[config.mk]
export PLATFORM = sky130hd
export DESIGN_NAME = imm_gen_pipe_flat
export DESIGN_NICKNAME = d
export VERILOG_FILES = /design/src/rtl/imm_gen_pipe_pkg.sv /design/src/rtl/imm_gen_pipe_if.sv /design/src/rtl/imm_gen_pipe_extract.sv /design/src/rtl/imm_gen_pipe.sv /design/src/flat_wrapper.sv
export SDC_FILE = /design/constraint.sdc
export NUM_CORES = 1
export LEC_CHECK = 0
export ABC_AREA = 1
export CAP_MARGIN = 20
export CORE_MARGIN = 1.5
export CORE_UTILIZATION = 45
export CTS_BUF_LIST = sky130_fd_sc_hd__clkbuf_4
export CTS_CLUSTER_DIAMETER = 200
export DETAILED_ROUTE_END_ITERATION = 7
export DONT_BUFFER_PORTS = 1
export MAX_ROUTING_LAYER = met4
export SYNTH_ARGS = -nofsm -noshare
export SYNTH_HDL_FRONTEND = slang
export SYNTH_HIERARCHICAL = 1
export SYNTH_SLANG_ARGS = --single-unit
export TNS_END_PERCENT = 30
[constraint.sdc]
create_clock -name clk -period 1.95 [get_ports clk]
set_input_delay 0.195 -clock clk [delete_from_list [all_inputs] [get_ports clk]]
set_output_delay 0.195 -clock clk [all_outputs]
set_load 0.1 [all_outputs]
[src/rtl/imm_gen_pipe_pkg.sv]
// Shared types for the pipelined RISC-V immediate generator: format codes,
// base opcodes and the opcode-to-format decoder.
package imm_pkg;

    typedef enum logic [2:0] {
        FMT_NONE = 3'd0,
        FMT_I    = 3'd1,
        FMT_S    = 3'd2,
        FMT_B    = 3'd3,
        FMT_U    = 3'd4,
        FMT_J    = 3'd5
    } fmt_e;

    localparam logic [6:0] OP_LOAD    = 7'b0000011;
    localparam logic [6:0] OP_OPIMM   = 7'b0010011;
    localparam logic [6:0] OP_OPIMM32 = 7'b0011011;
    localparam logic [6:0] OP_JALR    = 7'b1100111;
    localparam logic [6:0] OP_SYSTEM  = 7'b1110011;
    localparam logic [6:0] OP_FENCE   = 7'b0001111;
    localparam logic [6:0] OP_STORE   = 7'b0100011;
    localparam logic [6:0] OP_BRANCH  = 7'b1100011;
    localparam logic [6:0] OP_LUI     = 7'b0110111;
    localparam logic [6:0] OP_AUIPC   = 7'b0010111;
    localparam logic [6:0] OP_JAL     = 7'b1101111;

    function automatic fmt_e decode_fmt(input logic [6:0] opcode);
        case (opcode)
            OP_LOAD, OP_OPIMM, OP_OPIMM32,
            OP_JALR, OP_SYSTEM, OP_FENCE:  return FMT_I;
            OP_STORE:                      return FMT_S;
            OP_BRANCH:                     return FMT_B;
            OP_LUI, OP_AUIPC:              return FMT_U;
            OP_JAL:                        return FMT_J;
            default:                       return FMT_NONE;
        endcase
    endfunction

endpackage

[src/rtl/imm_gen_pipe_if.sv]
// Valid/ready bus between decode front end and execute/AGU stage.
// The master modport is the side that supplies instructions and consumes results.
interface imm_gen_pipe_if
    import imm_pkg::*;
#(
    parameter int XLEN  = 64,
    parameter int ILEN  = 32,
    parameter int TAG_W = 8
) ();

    logic             in_valid;
    logic             in_ready;
    logic [ILEN-1:0]  in_instr;
    logic [TAG_W-1:0] in_tag;

    logic             out_valid;
    logic             out_ready;
    logic [XLEN-1:0]  out_imm;
    fmt_e             out_fmt;
    logic             out_illegal;
    logic [TAG_W-1:0] out_tag;

    modport master (
        output in_valid, in_instr, in_tag, out_ready,
        input  in_ready, out_valid, out_imm, out_fmt, out_illegal, out_tag
    );

    modport slave (
        input  in_valid, in_instr, in_tag, out_ready,
        output in_ready, out_valid, out_imm, out_fmt, out_illegal, out_tag
    );

endinterface

[src/rtl/imm_gen_pipe_extract.sv]
// Combinational immediate extractor: (instr, fmt) -> sign-extended XLEN immediate.
// Stand-alone so other decoders can reuse it.
module imm_extract
    import imm_pkg::*;
#(
    parameter int XLEN = 64
) (
    input  logic [31:0]     i_instr,
    input  fmt_e            i_fmt,
    output logic [XLEN-1:0] o_imm
);

    logic signed [31:0] w_imm32;
    logic               w_unused_opcode;

    // NOTE: every signal written in always_comb gets a default first, so no path infers a latch.
    always_comb begin
        w_imm32 = '0;
        case (i_fmt)
            FMT_I: w_imm32 = {{20{i_instr[31]}}, i_instr[31:20]};
            FMT_S: w_imm32 = {{20{i_instr[31]}}, i_instr[31:25], i_instr[11:7]};
            FMT_B: w_imm32 = {{19{i_instr[31]}}, i_instr[31], i_instr[7],
                              i_instr[30:25], i_instr[11:8], 1'b0};
            FMT_U: w_imm32 = {i_instr[31:12], 12'b0};
            FMT_J: w_imm32 = {{11{i_instr[31]}}, i_instr[31], i_instr[19:12],
                              i_instr[20], i_instr[30:21], 1'b0};
            default: w_imm32 = '0;
        endcase
    end

    // Signed size cast sign-extends the 32-bit form to XLEN (no-op for RV32).
    assign o_imm = XLEN'(w_imm32);

    assign w_unused_opcode = ^i_instr[6:0];

endmodule

[src/rtl/imm_gen_pipe.sv]
// Two-stage valid/ready RISC-V immediate generator (decode, then extract).
// Define IMM_GEN_PERF_EN to add saturating perf_total/perf_illegal counters.
module imm_gen_pipe
    import imm_pkg::*;
#(
    parameter int XLEN  = 64,
    parameter int ILEN  = 32,
    parameter int TAG_W = 8,
    parameter int CNT_W = 16
) (
    input  logic             clk,
    input  logic             rst_n,
    imm_gen_pipe_if.slave    bus
`ifdef IMM_GEN_PERF_EN
    ,
    output logic [CNT_W-1:0] perf_total,
    output logic [CNT_W-1:0] perf_illegal
`endif
);

    if (XLEN != 32 && XLEN != 64) begin : g_bad_xlen
        $error("imm_gen_pipe: XLEN must be 32 or 64");
    end
    if (ILEN != 32) begin : g_bad_ilen
        $error("imm_gen_pipe: ILEN must be 32");
    end
    if (CNT_W < 1) begin : g_bad_cnt_w
        $error("imm_gen_pipe: CNT_W must be at least 1");
    end

    logic             w_s1_en;
    logic             w_s2_en;
    logic [XLEN-1:0]  w_imm;

    logic             r_s1_valid;
    logic [ILEN-1:0]  r_s1_instr;
    logic [TAG_W-1:0] r_s1_tag;
    fmt_e             r_s1_fmt;

    logic             r_s2_valid;
    logic [XLEN-1:0]  r_out_imm;
    fmt_e             r_out_fmt;
    logic             r_out_illegal;
    logic [TAG_W-1:0] r_out_tag;

    // A stage may load when it is empty or its contents leave this cycle.
    assign w_s2_en     = !r_s2_valid || bus.out_ready;
    assign w_s1_en     = !r_s1_valid || w_s2_en;
    assign bus.in_ready = w_s1_en;

    // NOTE: sequential state uses non-blocking assignments so both stages shift on the same edge.
    // NOTE: data registers are reset too, because the output bus has defined reset values.
    always_ff @(posedge clk or negedge rst_n) begin
        if (!rst_n) begin
            r_s1_valid <= 1'b0;
            r_s1_instr <= '0;
            r_s1_tag   <= '0;
            r_s1_fmt   <= FMT_NONE;
        end else if (w_s1_en) begin
            r_s1_valid <= bus.in_valid;
            if (bus.in_valid) begin
                r_s1_instr <= bus.in_instr;
                r_s1_tag   <= bus.in_tag;
                r_s1_fmt   <= decode_fmt(bus.in_instr[6:0]);
            end
        end
    end

    imm_extract #(.XLEN(XLEN)) u_extract (
        .i_instr (r_s1_instr),
        .i_fmt   (r_s1_fmt),
        .o_imm   (w_imm)
    );

    always_ff @(posedge clk or negedge rst_n) begin
        if (!rst_n) begin
            r_s2_valid    <= 1'b0;
            r_out_imm     <= '0;
            r_out_fmt     <= FMT_NONE;
            r_out_illegal <= 1'b0;
            r_out_tag     <= '0;
        end else if (w_s2_en) begin
            r_s2_valid <= r_s1_valid;
            if (r_s1_valid) begin
                r_out_imm     <= w_imm;
                r_out_fmt     <= r_s1_fmt;
                r_out_illegal <= (r_s1_fmt == FMT_NONE);
                r_out_tag     <= r_s1_tag;
            end
        end
    end

    assign bus.out_valid   = r_s2_valid;
    assign bus.out_imm     = r_out_imm;
    assign bus.out_fmt     = r_out_fmt;
    assign bus.out_illegal = r_out_illegal;
    assign bus.out_tag     = r_out_tag;

`ifdef IMM_GEN_PERF_EN
    logic             w_out_fire;
    logic [CNT_W-1:0] r_perf_total;
    logic [CNT_W-1:0] r_perf_illegal;

    assign w_out_fire = r_s2_valid && bus.out_ready;

    always_ff @(posedge clk or negedge rst_n) begin
        if (!rst_n) begin
            r_perf_total   <= '0;
            r_perf_illegal <= '0;
        end else if (w_out_fire) begin
            if (r_perf_total != '1) begin
                r_perf_total <= r_perf_total + CNT_W'(1);
            end
            if (r_out_illegal && r_perf_illegal != '1) begin
                r_perf_illegal <= r_perf_illegal + CNT_W'(1);
            end
        end
    end

    assign perf_total   = r_perf_total;
    assign perf_illegal = r_perf_illegal;
`endif

endmodule

[src/flat_wrapper.sv]
// flat-port wrapper written by rule: the top's interface ports become plain ports
module imm_gen_pipe_flat import imm_pkg::*;
#(
    parameter int XLEN  = 64,
    parameter int ILEN  = 32,
    parameter int TAG_W = 8,
    parameter int CNT_W = 16
)
  (clk, rst_n, bus_in_valid, bus_in_instr, bus_in_tag, bus_out_ready, bus_in_ready, bus_out_valid, bus_out_imm, bus_out_fmt, bus_out_illegal, bus_out_tag);
  imm_gen_pipe_if #(.XLEN(XLEN), .ILEN(ILEN), .TAG_W(TAG_W)) bus_i ();
  input  logic clk;
  input  logic rst_n;
  input wire logic [$bits(bus_i.in_valid)-1:0] bus_in_valid;
  input wire logic [$bits(bus_i.in_instr)-1:0] bus_in_instr;
  input wire logic [$bits(bus_i.in_tag)-1:0] bus_in_tag;
  input wire logic [$bits(bus_i.out_ready)-1:0] bus_out_ready;
  output wire logic [$bits(bus_i.in_ready)-1:0] bus_in_ready;
  output wire logic [$bits(bus_i.out_valid)-1:0] bus_out_valid;
  output wire logic [$bits(bus_i.out_imm)-1:0] bus_out_imm;
  output wire logic [$bits(bus_i.out_fmt)-1:0] bus_out_fmt;
  output wire logic [$bits(bus_i.out_illegal)-1:0] bus_out_illegal;
  output wire logic [$bits(bus_i.out_tag)-1:0] bus_out_tag;
  assign bus_i.in_valid = bus_in_valid;
  assign bus_i.in_instr = bus_in_instr;
  assign bus_i.in_tag = bus_in_tag;
  assign bus_i.out_ready = bus_out_ready;
  assign bus_in_ready = bus_i.in_ready;
  assign bus_out_valid = bus_i.out_valid;
  assign bus_out_imm = bus_i.out_imm;
  assign bus_out_fmt = bus_i.out_fmt;
  assign bus_out_illegal = bus_i.out_illegal;
  assign bus_out_tag = bus_i.out_tag;
  imm_gen_pipe #(.XLEN(XLEN), .ILEN(ILEN), .TAG_W(TAG_W), .CNT_W(CNT_W)) u_core (.clk(clk), .rst_n(rst_n), .bus(bus_i));
endmodule
==> results of run 1 <==
through the flow:
stage / util, % / hold WS, ns
after floorplan: - / -0.101
after global placement: 50.4 / -0.0977
after detailed placement: 50.4 / -0.0980
after CTS: 57.0 / -0.660
after global routing: 57.0 / -0.694
final: 57.0 / -0.612
state kept, by name (all words and copies together), names as in the netlist:
name,flops
u_core/bus.out_fmt,3
u_core/bus.out_illegal,1
u_core/bus.out_imm,64
u_core/bus.out_tag,8
u_core/bus.out_valid,1
u_core/r_s1_fmt,3
u_core/r_s1_instr,25
u_core/r_s1_tag,8
u_core/r_s1_valid,1
layout make-up:
class                   instances  area share, %
clock buffers                  19           2.29
clock inverters                13           2.67
inverters                      30           1.81
multi-input cells             414           27.0
flip-flops and latches        114           45.8
well taps                     140           2.81
repair buffers                129           17.6
power groups by stage:
stage,clock (mW),sequential [mW],combinational [mW]
final,1.89,2.77,2.29
after floorplan,0,4.07,0.558
after detailed placement,0,2.82,2.22
after global routing,2.07,2.80,2.40
after CTS,1.95,2.77,2.29
after global placement,0,2.81,2.21
layout by cell type (no fill, tap or decap):
master,instances
o21bai_1,1
clkinv_2,4
inv_2,5
clkbuf_4,19
bufinv_16,4
nor2_1,11
clkinvlp_4,2
dfrtp_1,113
o21ai_1,9
dfrtp_2,1
o211ai_2,1
nand3_1,49
nand2_2,2
inv_1,25
a21oi_1,1
o21ai_0,15
clkinv_1,3
nand3_4,1
nand4_1,3
dlygate4sd3_1,41
nand2_1,321
buf_12,2
buf_4,86
per-layer routing:
metal,wire length (um),vias up,GRT usage [%]
met3,706,16,5.57
met2,5240,128,29.8
met5,0,-,-
met1,5380,1900,28.1
li1,-,2051,-
met4,198,0,7.70
worst max path at each step:
| stage | to | slack [ns] | cells after the start |
|---|---|---|---|
| floorplan | u_core/bus.out_imm[32] | 0.18 | 7 |
| finish | u_core/r_s1_fmt[0] | 0.17 | 5 |
| detailed placement | u_core/bus.out_imm[21] | 0.38 | 5 |
| CTS | u_core/r_s1_fmt[1] | 0.17 | 6 |
| global route | u_core/r_s1_fmt[1] | 0.07 | 6 |
| global placement | u_core/bus.out_imm[22] | 0.41 | 5 |
==> summary.md, run 1 <==
| Metric | Value |
|---|---|
| Setup violations, final | 0 |
| Gr ovfl total | 0 |
| Setup CP Type | flip-flop to flip-flop |
| Initial Utilization | 46.5% |
| Placer Congestion | 0.837 |
| Hold Path Class | input pin to async pin |
| Clk slew on worst S/H paths | 0.10 ns |
| Crit. Startpoint | u_core/bus.out_valid |
| Final total power | 6.94 mW |
| Worst Tran Pin Value | 0.415 ns |
| Count of non-filler cells in the finished layout | 859 |
| Clock skew | 0.00976 ns |
| Syn_area_per_cell | 8.16 sq um |
| H-tree depth | 4 |
| Iteration-0 DRC Markers | 300 |
| DRC Markers | 0 |
| Leakage | 3.54 nW |
| WL final | 11500 um |
| Crit start category | flip-flop |
| Finished Cell Area | 6230 sq um |
| Slowest CP cell | dlygate4sd3_1 |
| Peak Freq | 563 MHz |
| Fillers | 1031 |
| Ys Warns | 6 |
| # rows | 38 |
| Nets | 750 |
| Worst R2R Start | u_core/bus.out_valid |
| Layout Area Growth over Synthesis | 22.6% |
| Post-Synthesis Cells | 623 |
| Relative slew margins | 72.3% |
| Sw Ratio | 40.7% |
| Tcrit/Tclk final | 91.1% |
| Pwr/cell area | 1110 nW/um^2 |
| Final min period | 1.78 ns |
| Max Slew Vio Count | 0 |
| Clk network pwr share | 27.2% |
| CP delay by family, top | buffers and inverters |
| Int Pwr | 4.12 mW |
| Initial antenna violation count | 0 |
| R2R Setup Slk | 0.17 ns |
| Critical path endpoint category | flip-flop |
| Buf+Inv Stages, Crit Path | 2 |
| Worst skew pair latency | 0.49 ns |
| Pre-CTS setup slack | 0.385 ns |
| Switching Power | 2.82 mW |
| Wirelength per Cell | 13.4 um |
| Total number of vias | 4095 |
| Hold buffer count at CTS | 41 |
| Register area | 2850 sq um |
| Port bufs | 0 |
| Top-Level Pins | 122 |
| Die ar. | 11900 sq um |
| Worst Slack Setup Final | 0.173 ns |
| Combinational Power Share | 33.0% |
| Initial DRT Pass Iterations | 5 |
| RR Endpoint | u_core/r_s1_fmt[0] |
| Post-CTS resize count | 0 |
| Final ANT Viol Nets | 0 |
| Tot GR Track Use | 20.7% |
| CTS tree | yes |
| Hold slack | -0.612 ns |
| Worst Path Max Fanout | 3 |
| Required time of the critical path | 2.33 ns |
| Placed instance count | 786 |
| Post-CTS Setup Bufs | 0 |
| Hold Fails Final Rpt | 114 |
| Placed cell area | 5510 sq um |
| Multi-input logic area | 1690 sq um |
| # diodes | 0 |
| CTS Buffer Depth | 2 |
| Violated checks | hold timing |
| Largest net degree at the start of global routing | 115 |
| CP max stage delay | 0.55 ns |
| Die H | 109 um |
| Core area | 10900 sq um |
| FF-to-FF path depth | 5 |
| Vias in the first global route | 3805 |
| Status | complete, but fails checks |
| Final HPWL DP | 7310 um |
| Critical path cell sequence | nand3_4, buf_4, a21oi_1, o21bai_1, dlygate4sd3_1 |
| Syn Std Cell Area | 5080 sq um |
| Root Buffer Master | clkbuf_4 |
| Peak VDD IR | 575 uV |
| TritonCTS Buffers | 17 |
| Sum Neg Setup Slack | 0 ns |
| Reg power frac | 39.9% |
| Max Cap Viol | 0 |
| RSZ-0062 raised after global routing | false |
| First-pass GRT wire length | 18400 um |
| Worst Path Arrival | 2.16 ns |
| Post-Syn Nets | 667 |
| Die X-Extent | 109 um |
| Layout cells sized above 1 | 17.7% |
| CTS sink cnt | 114 |
| Vias per inst | 4.77 |
(Power assumes the default switching activity.)
==> run 2, diff against run 1 <==
- CORE_UTILIZATION: 45 -> 39
==> run 2 against run 1 <==
- the run still ends with hold timing left
- core utilization is 7.9 points lower
- global-route usage is 1.8 points lower
- flip-flop and latch count stayed put
- sequential power hardly changed
- maximum frequency is 2.2% lower
- worst setup slack worse by 0.040 ns
- sequential share of layout area is 0.074 points higher
- die area is 15% higher
- clock-buffer cell count stayed put
- register-to-register slack worse by 0.04 ns
- first-iteration DRC count is 32% higher
- critical path type unchanged
- highest routed layer unchanged
==> summary.md, run 2 (synthesis gave the netlist of run 1 again) <==
| Metric | Value |
|---|---|
| Status | complete, but fails checks |
| Violated checks | hold timing |
| Initial antenna violation count | 1 |
| Initial DRT Pass Iterations | 4 |
| Max Slew Vio Count | 0 |
| Required time of the critical path | 2.32 ns |
| Root Buffer Master | clkbuf_4 |
| TritonCTS Buffers | 17 |
| Port bufs | 0 |
| Clock skew | 0.0147 ns |
| Worst Path Max Fanout | 3 |
| M3 GR Usage | 5.41% |
| Final HPWL DP | 7950 um |
| Pwr/cell area | 1090 nW/um^2 |
| Final ANT Viol Nets | 0 |
| Die X-Extent | 117 um |
| H-tree depth | 4 |
| First-pass GRT wire length | 19200 um |
| CTS sink cnt | 114 |
| Die H | 117 um |
| Layout Area Growth over Synthesis | 22.4% |
| Largest net degree at the start of global routing | 115 |
| Tcrit/Tclk final | 93.2% |
| Hold buffer count at CTS | 41 |
| Hold Path Class | input pin to async pin |
| Worst skew pair latency | 0.49 ns |
| Worst Path Arrival | 2.19 ns |
| DRC Markers | 0 |
| RSZ-0062 raised after global routing | false |
| Setup CP Type | flip-flop to flip-flop |
| Number of flip-flops in the largest register | 64 |
| Initial Utilization | 40.1% |
| Core area | 12700 sq um |
| Sw Ratio | 41.2% |
| Fillers | 1247 |
| Most frequent cells in the layout | nand2_1, dfrtp_1, buf_4 |
| Leakage | 3.51 nW |
| Tot GR Track Use | 18.9% |
| Peak Freq | 550 MHz |
| Fin util | 49.1% |
| Combinational Power Share | 33.8% |
| Post-CTS Setup Bufs | 0 |
| R2R Setup Slk | 0.13 ns |
| Finished Cell Area | 6220 sq um |
| Critical path endpoint category | flip-flop |
| CTS Buffer Depth | 2 |
| Nets | 749 |
| Vias per inst | 4.54 |
| Hold Fails Final Rpt | 114 |
| # rows | 41 |
| Placed cell area | 5550 sq um |
| Switching Power | 2.79 mW |
| Met2 Usage GRT | 28.4% |
| Top-Level Pins | 122 |
| Worst Tran Pin Value | 0.644 ns |
| Clk network pwr share | 25.0% |
| Peak VDD IR | 347 uV |
| CTS tree | yes |
| Setup violations, final | 0 |
| Iteration-0 DRC Markers | 397 |
| Gr ovfl total | 0 |
| Top Usage Layer GRT | met2 |
| Die ar. | 13700 sq um |
| Placer Congestion | 0.866 |
| Vias in the first global route | 3933 |
| Clk slew on worst S/H paths | 0.10 ns |
| Most common cell after layout, fill and taps aside | nand2_1 |
| Final min period | 1.82 ns |
| Final total power | 6.75 mW |
| Total number of vias | 4031 |
| Layout cells sized above 1 | 16.9% |
| Wirelength per Cell | 13.2 um |
| Int Pwr | 3.97 mW |
| Crit start category | flip-flop |
| Relative slew margins | 56.9% |
| Max Cap Viol | 0 |
| WL final | 11700 um |
| Routing usage on met1 | 24.5% |
| Hold slack | -0.611 ns |
| Reg power frac | 41.2% |
| Sum Neg Setup Slack | 0 ns |
## run 2: cell count changes in the layout (fill, tap and decap cells not counted)
cell	change
buf_4	-1
bufinv_16	-1
clkinv_1	+2
clkinv_2	-2
clkinvlp_4	-2
diode_2	+1
inv_2	-1
inv_4	+1
## run 2: power groups by stage
stage	clock, mW	sequential, mW	combinational (mW)
after floorplan	0	4.07	0.558
after global placement	0	2.82	2.20
after detailed placement	0	2.83	2.22
after CTS	1.75	2.78	2.29
after global routing	1.85	2.82	2.41
final	1.69	2.78	2.28
## run 2: final cells by class
cell class	instances	area, sq um	share of cell area (%)
timing repair buffer	128	1090	17.5
multi-input combinational	414	1690	27.1
inverter	30	115	1.85
tap	172	215	3.46
antenna	1	2.50	0.0402
clock buffer	19	143	2.29
clock inverter	10	119	1.91
sequential	114	2850	45.9
## run 2: timing repair
| action | 4_1_cts | 5_1_grt |
|---|---|---|
| resized for setup | 0 | 2 |
| endpoints found under the setup margin | 0 | 2 |
| hold endpoints to repair | 151 | 114 |
## run 2: per-stage QoR
stage	setup WS (ns)	instances
after floorplan	0.176	623
after global placement	0.441	817
after detailed placement	0.345	817
after CTS	0.0574	887
after global routing	0.0418	888
final	0.133	888
## run 2: worst paths after layout
check,cells after the start,start,end
setup / recovery,5,u_core/bus.out_valid,u_core/r_s1_fmt[0]
hold / removal,0,rst_n,u_core/bus.out_imm[51]
setup reg to reg,5,u_core/bus.out_valid,u_core/r_s1_fmt[0]
hold reg to reg,2,u_core/r_s1_instr[19],u_core/r_s1_instr[19]
max in group asynchronous,0,rst_n,u_core/r_s1_instr[11]
min in group clk,4,bus_in_valid,u_core/r_s1_instr[25]
## run 2: routing by layer
| layer | wire length, um | vias up |
|---|---|---|
| li1 | - | 2055 |
| met1 | 5420 | 1840 |
| met2 | 5350 | 123 |
| met3 | 737 | 13 |
| met4 | 194 | 0 |
| met5 | 0 | - |
## run 2: worst max-delay path, cell delays in order, from the launching register on
cell and delay, ns:
dfrtp_2 0.44, nand3_4 0.09, buf_4 0.31, a21oi_1 0.13
o21bai_1 0.17, dlygate4sd3_1 0.56
